`config.mk`:
```
export PLATFORM = sky130hd
export DESIGN_NAME = core_fetch_pc_gen
export DESIGN_NICKNAME = d
export VERILOG_FILES = /design/src/rtl/core_fetch_pc_gen.sv
export SDC_FILE = /design/constraint.sdc
export NUM_CORES = 1
export LEC_CHECK = 0
export ABC_AREA = 1
export CORE_ASPECT_RATIO = 1.1
export CORE_MARGIN = 4
export CORE_UTILIZATION = 23
export CTS_BUF_LIST = sky130_fd_sc_hd__clkbuf_8
export CTS_CLUSTER_SIZE = 10
export DETAILED_ROUTE_END_ITERATION = 6
export HOLD_SLACK_MARGIN = 0.1
export MAX_ROUTING_LAYER = met4
export PLACE_DENSITY = 0.41
export SYNTH_ARGS = -nofsm -noshare
export SYNTH_HDL_FRONTEND = slang
export SYNTH_SLANG_ARGS = --single-unit
```
`constraint.sdc`:
```
create_clock -name clk -period 5.55 [get_ports clk]
set_clock_uncertainty 0.2 [all_clocks]
set_input_delay 0.8325 -clock clk [delete_from_list [all_inputs] [get_ports clk]]
set_output_delay 0.8325 -clock clk [all_outputs]
set_load 0.1 [all_outputs]
```
`src/rtl/core_fetch_pc_gen.sv`:
```
// Fetch PC generator: produces the fetch-group address and lane mask each cycle,
// arbitrating backend and predictor redirects and parking a backend redirect while fetch cannot advance.
module core_fetch_pc_gen #(
    parameter logic [31:0] RESET_PC    = 32'h1c00_0000,
    parameter int          FETCH_WIDTH = 2
) (
    input  logic                   clk,
    input  logic                   rst_n,
    input  logic                   f_stall_i,
    input  logic                   ready_i,
    input  logic                   be_redirect_i,
    input  logic [31:0]            be_target_i,
    input  logic                   bpu_redirect_i,
    input  logic [31:0]            bpu_target_i,
    output logic                   valid_o,
    output logic [31:0]            vaddr_o,
    output logic [FETCH_WIDTH-1:0] mask_o
);

    localparam logic [31:0] GROUP_BYTES = 32'(FETCH_WIDTH * 4);

    typedef enum logic [1:0] {
        ST_BOOT,
        ST_RUN,
        ST_PEND
    } state_t;

    state_t      r_state;
    state_t      w_state_next;
    logic [31:0] r_pc;
    logic [31:0] w_pc_next;
    logic [31:0] r_pend;
    logic [31:0] w_pend_next;
    logic [31:0] w_seq_pc;
    logic        w_advance;

    assign valid_o   = (r_state != ST_BOOT);
    assign vaddr_o   = r_pc;
    assign w_advance = valid_o && ready_i && !f_stall_i;
    // Align down to the group boundary before stepping, so unaligned targets rejoin the grid.
    assign w_seq_pc  = (r_pc & ~(GROUP_BYTES - 32'd1)) + GROUP_BYTES;

    always_comb begin
        w_state_next = r_state;
        w_pc_next    = r_pc;
        w_pend_next  = r_pend;
        case (r_state)
            ST_BOOT: begin
                w_state_next = ST_RUN;
            end
            ST_RUN: begin
                if (w_advance) begin
                    if (be_redirect_i)       w_pc_next = be_target_i;
                    else if (bpu_redirect_i) w_pc_next = bpu_target_i;
                    else                     w_pc_next = w_seq_pc;
                end else if (be_redirect_i) begin
                    w_pend_next  = be_target_i;
                    w_state_next = ST_PEND;
                end
            end
            ST_PEND: begin
                // The predictor is ignored here: its redirect belongs to a group that is being flushed.
                if (w_advance) begin
                    w_pc_next    = be_redirect_i ? be_target_i : r_pend;
                    w_state_next = ST_RUN;
                end else if (be_redirect_i) begin
                    w_pend_next = be_target_i;
                end
            end
            default: begin
                w_state_next = ST_BOOT;
            end
        endcase
    end

    always_ff @(posedge clk or negedge rst_n) begin
        if (!rst_n) begin
            r_state <= ST_BOOT;
            r_pc    <= RESET_PC;
            r_pend  <= 32'd0;
        end else begin
            r_state <= w_state_next;
            r_pc    <= w_pc_next;
            r_pend  <= w_pend_next;
        end
    end

    generate
        if (FETCH_WIDTH == 1) begin : g_mask_single
            assign mask_o = 1'b1;
        end else begin : g_mask_multi
            localparam int IDX_W = $clog2(FETCH_WIDTH);
            logic [IDX_W-1:0] w_lane_off;
            assign w_lane_off = r_pc[IDX_W+1:2];
            for (genvar gi = 0; gi < FETCH_WIDTH; gi++) begin : g_lane
                assign mask_o[gi] = (IDX_W'(gi) >= w_lane_off);
            end
        end
    endgenerate

endmodule

```
==> summary.md, run 1 <==
| Metric | Value |
|---|---|
| Initial antenna violation count | 0 |
| Sum Neg Setup Slack | 0 ns |
| Die area | 0.02186 mm² |
| CP Data Required Time | 4.52 ns |
| Final worst path period share | 0.6102 |
| Fin. max-slew vios | 0 |
| Post CTS Setup Buffer Count | 0 |
| Endpoints failing setup | 0 |
| H-tree depth | 3 |
| Crit path max fanout | 4 |
| # rows | 53 |
| Final nets | 839 |
| Power per cell area | 626.7 mW/mm² |
| IO Pins | 105 |
| Syn Area/Cell | 6.664 µm² |
| Vias/cell | 4.516 |
| Final hold viol count | 0 |
| CORE AREA | 0.01916 mm² |
| Main combinational cell family by area after synthesis | simple AND/OR/NAND/NOR gates |
| Fmax | 295.3 MHz |
| Cells taking the most area after synthesis | dfrtp_1, nand2_1, nor2_1, o21ai_0, inv_1 |
| Die W | 141.3 µm |
| Maxcap violations | 0 |
| EDFF count, synth | 0 |
| #FFs+latches synth | 66 |
| First-pass GRT wire length | 24580 µm |
| Top cells by count, synth | nand2_1, nor2_1, inv_1, o21ai_0, dfrtp_1 |
| Register area share after synthesis | 0.3680 |
| Diodes inserted | 0 |
| Setup CP Type | flop to output port |
| Synth Cell Area | 0.004498 mm² |
| Skew-Pair Late Insertion Delay | 0.37 ns |
| Clk slew on worst S/H paths | 0.08 ns |
| Worst setup margin | 2.164 ns |
| Final Util | 0.3114 |
| Rel. slew slack | 0.2950 |
| Asr flop ratio synth | 1.000 |
| Post-DP Area | 0.005715 mm² |
| Worst slack, placed | 2.374 ns |
| Leakage | 2.687 nW |
| DRC viols | 0 |
| Avg WL per Cell | 15.21 µm |
| Worst EP arrival | 2.35 ns |
| CTS tree | built |
| Post-Synth Adder-Cell Area | 0.01669 |
| Hold crit path type | flop to flop |
| Total Wirelength | 15440 µm |
| Starting density of the core | 0.2347 |
| Post-CTS sizing | 0 |
| Synth Instances | 675 |
| Largest net degree at the start of global routing | 67 |
| Yosys cell types | 34 |
| Synth Warn # | 0 |
| Dpl hpwl | 11280 µm |
| GRT Resource Usage Total | 0.1475 |
| Top-area cell type share of the netlist area | 0.3505 |
| Outcome | complete, no violations |
| Share of post-route cells with drive strength above 1 | 0.06771 |
| XOR/XNOR share of the synthesized area | 0.003894 |
| Synth-to-layout area growth | 32.66% |
| Clock sink count | 66 |
| DR vias | 4584 |
| Slew @ Worst Pin | 1.051 ns |
| Net Count, Synth | 751 |
| Final instance area | 0.005967 mm² |
| RSZ-0062 raised after global routing | false |
| Count leader, synth | nand2_1 |
| Fillers | 2083 |
| FF-to-FF setup slack | 2.68 ns |
| GP Congestion | 0.8385 |
| Post-synth top area cell | dfrtp_1 |
| Peak supply drop | 0.2884 mV |
| First-pass iteration count of the detailed router | 5 |
| CTS Root Buffer Type | clkbuf_8 |
| CP Launch Type | flop |
| DR iter-0 viols | 342 |
| Synth Area in Simple Gates | 0.3177 |
| Post-synthesis mux area share | 0 |
| # hold bufs at CTS | 0 |
| Post-synth top flop | dfrtp_1 |
| Max Root-Sink Buffers | 2 |
| Worst setup EP type | output port |
| Grt total ovfl | 0 |
| Vias in the first global route | 4476 |
| Port bufs | 103 |
| TritonCTS Buffers | 9 |
| Synth Area in Compound Gates | 0.1936 |
| Tmin final | 3.386 ns |
| Final ANT Viol Nets | 0 |
| Die height | 154.7 µm |
==> report_power, final <==
group / switching (mW) / internal [mW]
combinational: 1.69 / 0.568
clock: 0.211 / 0.322
sequential: 0.223 / 0.724
total: 2.13 / 1.61
==> kinds of logic (layout without fill, tap and decap cells) <==
kind of cell / count (synthesis) / count (layout)
AND/OR/NAND/NOR: 339 / 339
AO/OA/AOI/OAI: 151 / 151
buffers and inverters: 110 / 203
flip-flops: 66 / 66
adder cells (fa/ha/maj): 6 / 6
XOR/XNOR: 2 / 2
other: 1 / 1
==> state kept, by name, summed over array words and instances (netlist names) <==
register  flops
r_pend       32
vaddr_o      32
r_state       2
==> routing by layer <==
layer | global-route usage | routed length, µm | vias up
met2 | 0.2279 | 7139 | 90
met5 | - | 0 | -
li1 | - | - | 2345
met4 | 0.05353 | 318 | 0
met3 | 0.01948 | 610 | 18
met1 | 0.1979 | 7371 | 2131
==> cell usage in the layout (no fill, tap or decap), types with 2 or more instances in the layout <==
cell type        Yosys  layout
a211oi_1            14      14
a21oi_1             28      28
a22oi_1              9       9
a31oi_1              8       8
buf_2               12       2
buf_4                5       4
bufinv_16            0       3
clkbuf_8             0      11
clkdlybuf4s50_1      0     101
clkinv_1             2       2
clkinv_2             0       2
dfrtp_1             63      63
dfstp_2              3       3
ha_1                 6       6
inv_1               73      73
inv_2                5       5
nand2_1            169     169
nand2_4              2       2
nand3_1             33      33
nor2_1             113     113
nor2_2               8       8
nor2_4               7       7
o21ai_0             72      72
o31ai_1             15      15
xnor2_1              2       2
==> worst paths after layout <==
check | endpoint | depth (start not counted) | from
worst min-delay path | r_pend[31]$_DFFE_PN0P_ | 2 | r_pend[31]$_DFFE_PN0P_
min in group asynchronous | r_pend[9]$_DFFE_PN0P_ | 2 | rst_n
worst max register to register | vaddr_o[9]$_DFFE_PN0P_ | 6 | r_state[0]$_DFFE_PN0P_
worst min register to register | r_pend[31]$_DFFE_PN0P_ | 2 | r_pend[31]$_DFFE_PN0P_
worst max-delay path | valid_o | 4 | r_state[0]$_DFFE_PN0P_
max in group asynchronous | r_state[1]$_DFFE_PN0P_ | 2 | rst_n
==> layout make-up <==
class                           instances  area (µm²)  area share
Multi-Input combinational cell        499        2400      0.4022
Sequential cell                        66        1655      0.2774
Timing Repair Buffer                  107        1051      0.1761
Tap cell                              247       309.0     0.05179
Inverter                               80       300.3     0.05033
Clock buffer                           11       151.4     0.02537
Clock inverter                          5       100.1     0.01678
==> critical path: stages, from the launching register on <==
cell             delay [ns]
dfrtp_1                0.41
inv_1                  0.10
ha_1                   0.25
inv_1                  0.09
clkdlybuf4s50_1        1.14
==> per-stage QoR <==
stage | hold WS (ns) | power [mW] | cells
5_1_grt | 0.3680 | 4.012 | 1015
4_1_cts | 0.3268 | 3.779 | 1015
6_report | 0.3235 | 3.739 | 1015
3_3_place_gp | 0.2974 | 3.199 | 999
3_5_place_dp | 0.3063 | 3.230 | 999
2_1_floorplan | 0.2757 | 2.640 | 675
Power figures use the tool's default switching activity.
==> run 2, diff against run 1 <==
Settings changed: PLACE_DENSITY 0.41 to 0.42.
Clock period 5.55 ns to 3.1 ns, I/O delays scaled along.
==> summary.md, run 2 (synthesis results as in run 1) <==
| Metric | Value |
|---|---|
| Synth-to-layout area growth | 31.88% |
| Slowest cell on crit path | a211oi_1 |
| Skew-Pair Late Insertion Delay | 0.35 ns |
| Starting density of the core | 0.2347 |
| Most frequent cells in the layout | nand2_1, nor2_1, inv_1 |
| DR vias | 4600 |
| Clock sink count | 66 |
| Vias in the first global route | 4647 |
| Fmax | 410.8 MHz |
| WP buf/inv | 3 |
| Power per cell area | 1105 mW/mm² |
| Tot Pwr | 6.557 mW |
| Sum Neg Setup Slack | 0 ns |
| Crit path max fanout | 14 |
| CP Data Required Time | 3.12 ns |
| CP Launch Type | flop |
| Most common cell after layout, fill and taps aside | nand2_1 |
| CTS Root Buffer Type | clkbuf_8 |
| Storage element area | 0.001655 mm² |
| Final worst path period share | 0.7852 |
| CORE AREA | 0.01916 mm² |
| Final ANT Viol Nets | 0 |
| Worst setup EP type | flop |
| IO Pins | 105 |
| Diodes inserted | 0 |
| First-pass iteration count of the detailed router | 7 |
| First-pass GRT wire length | 24600 µm |
| Endpoints failing setup | 0 |
| Setup CP Type | flop to flop |
| Post-CTS sizing | 0 |
| # rows | 53 |
| GP Congestion | 0.9030 |
| Die height | 154.7 µm |
| Die W | 141.3 µm |
| Reg2reg start | r_state[0]$_DFFE_PN0P_ |
| Fin. max-slew vios | 0 |
| RSZ-0062 raised after global routing | false |
| DRC viols | 0 |
| CTS tree | built |
| DR iter-0 viols | 335 |
| Fillers | 2081 |
| Setup crit end | vaddr_o[12]$_DFFE_PN0P_ |
| Slew @ Worst Pin | 0.9660 ns |
| Avg WL per Cell | 15.04 µm |
| Worst r2r path cells | 8 |
| TritonCTS Buffers | 9 |
| Die area | 0.02186 mm² |
| Worst EP arrival | 2.45 ns |
| Max Root-Sink Buffers | 2 |
| Maxcap violations | 0 |
| GRT Resource Usage Total | 0.1448 |
| Vias/cell | 4.492 |
| CP max stage delay | 0.51 ns |
| Hold crit path type | flop to flop |
| Grt total ovfl | 0 |
| Dpl hpwl | 11770 µm |
| FF-to-FF setup slack | 0.67 ns |
| Leakage | 2.741 nW |
| Rel. slew slack | 0.3560 |
| Port bufs | 103 |
| Worst setup path start | r_state[0]$_DFFE_PN0P_ |
| Initial antenna violation count | 0 |
| Outcome | complete, no violations |
| Multi-input gate area | 0.002400 mm² |
| Total Wirelength | 15400 µm |
| CP Depth | 8 |
| Delay-heaviest family, CP | compound AO/OA/AOI/OAI gates |
| Capture point of the worst reg-to-reg path | vaddr_o[12]$_DFFE_PN0P_ |
| Peak supply drop | 0.4909 mV |
| Largest net degree at the start of global routing | 67 |
| Clk slew on worst S/H paths | 0.09 ns |
| Post CTS Setup Buffer Count | 0 |
| Final nets | 848 |
| Most common cell on crit path | inv_1 |
| CP cell instances | inv_1, ha_1, buf_4, nor2_4, nand2_1, inv_1, a211oi_1, a21oi_1 |
| Share of post-route cells with drive strength above 1 | 0.1197 |
| Final hold viol count | 0 |
| Tmin final | 2.434 ns |
| H-tree depth | 3 |
==> run 2: changes by cell type in the layout (fill, tap and decap cells not counted), sizes merged <==
cell | before | now
inv | 78 | 79
buf | 6 | 48
dlygate4sd3 | 0 | 1
bufinv | 3 | 2
clkinvlp | 0 | 1
clkdlybuf4s50 | 101 | 67
clkbuf | 11 | 10
==> run 2: cell type report <==
type,count,share of cell area
clock inverter,6,0.01371
multi-input combinational,499,0.4046
tap,247,0.05210
sequential,66,0.2791
timing repair buffer,116,0.1768
inverter,80,0.05062
clock buffer,10,0.02320
==> run 2: layer usage <==
metal | GRT usage | routed length [µm] | part of all wire | vias up
li1 | - | - | - | 2366
met2 | 0.2288 | 7245 | 0.47 | 99
met3 | 0.02010 | 590 | 0.038 | 9
met4 | 0.03323 | 176 | 0.011 | 0
met5 | - | 0 | 0 | -
met1 | 0.1975 | 7387 | 0.48 | 2126
==> run 2: power by group <==
group / switching [mW] / internal, mW / total (mW)
Combinational: 3.05 / 0.987 / 4.04
Clock: 0.351 / 0.470 / 0.821
Sequential: 0.405 / 1.29 / 1.70
Total: 3.81 / 2.75 / 6.56
==> run 2: what timing repair did <==
action                                  CTS  global route
hold buffers                              1             0
endpoints found under the hold margin    63             0
endpoints found under the setup margin    0             0
==> run 2: worst min-delay path by stage <==
stage               slack [ns]  cells after the start                    from                endpoint
floorplan                -0.03                      0                   rst_n   r_pend[0]$_DFFE_PN0P_
detailed placement        0.31                      2  r_pend[31]$_DFFE_PN0P_  r_pend[31]$_DFFE_PN0P_
global route              0.36                      2   r_pend[1]$_DFFE_PN0P_   r_pend[1]$_DFFE_PN0P_
CTS                       0.33                      2  r_pend[31]$_DFFE_PN0P_  r_pend[31]$_DFFE_PN0P_
global placement          0.30                      2   r_pend[1]$_DFFE_PN0P_   r_pend[1]$_DFFE_PN0P_
finish                    0.32                      2  r_pend[31]$_DFFE_PN0P_  r_pend[31]$_DFFE_PN0P_
==> run 2: stage by stage <==
stage	cell area [µm²]	utilization	hold slack [ns]	instances	setup WS [ns]
2_1_floorplan	4498	-	-0.03059	675	0.7041
3_3_place_gp	5703	0.2976	0.3006	1007	0.6213
3_5_place_dp	5703	0.2976	0.3127	1007	0.5842
4_1_cts	5932	0.3095	0.3289	1024	0.6351
5_1_grt	5932	0.3095	0.3647	1024	0.4478
6_report	5932	0.3095	0.3231	1024	0.6658
==> run 2: worst min-delay path, stage by stage, from the launching register on <==
cell     delay [ns]
dfrtp_1        0.32
inv_1          0.04
o21ai_1        0.12
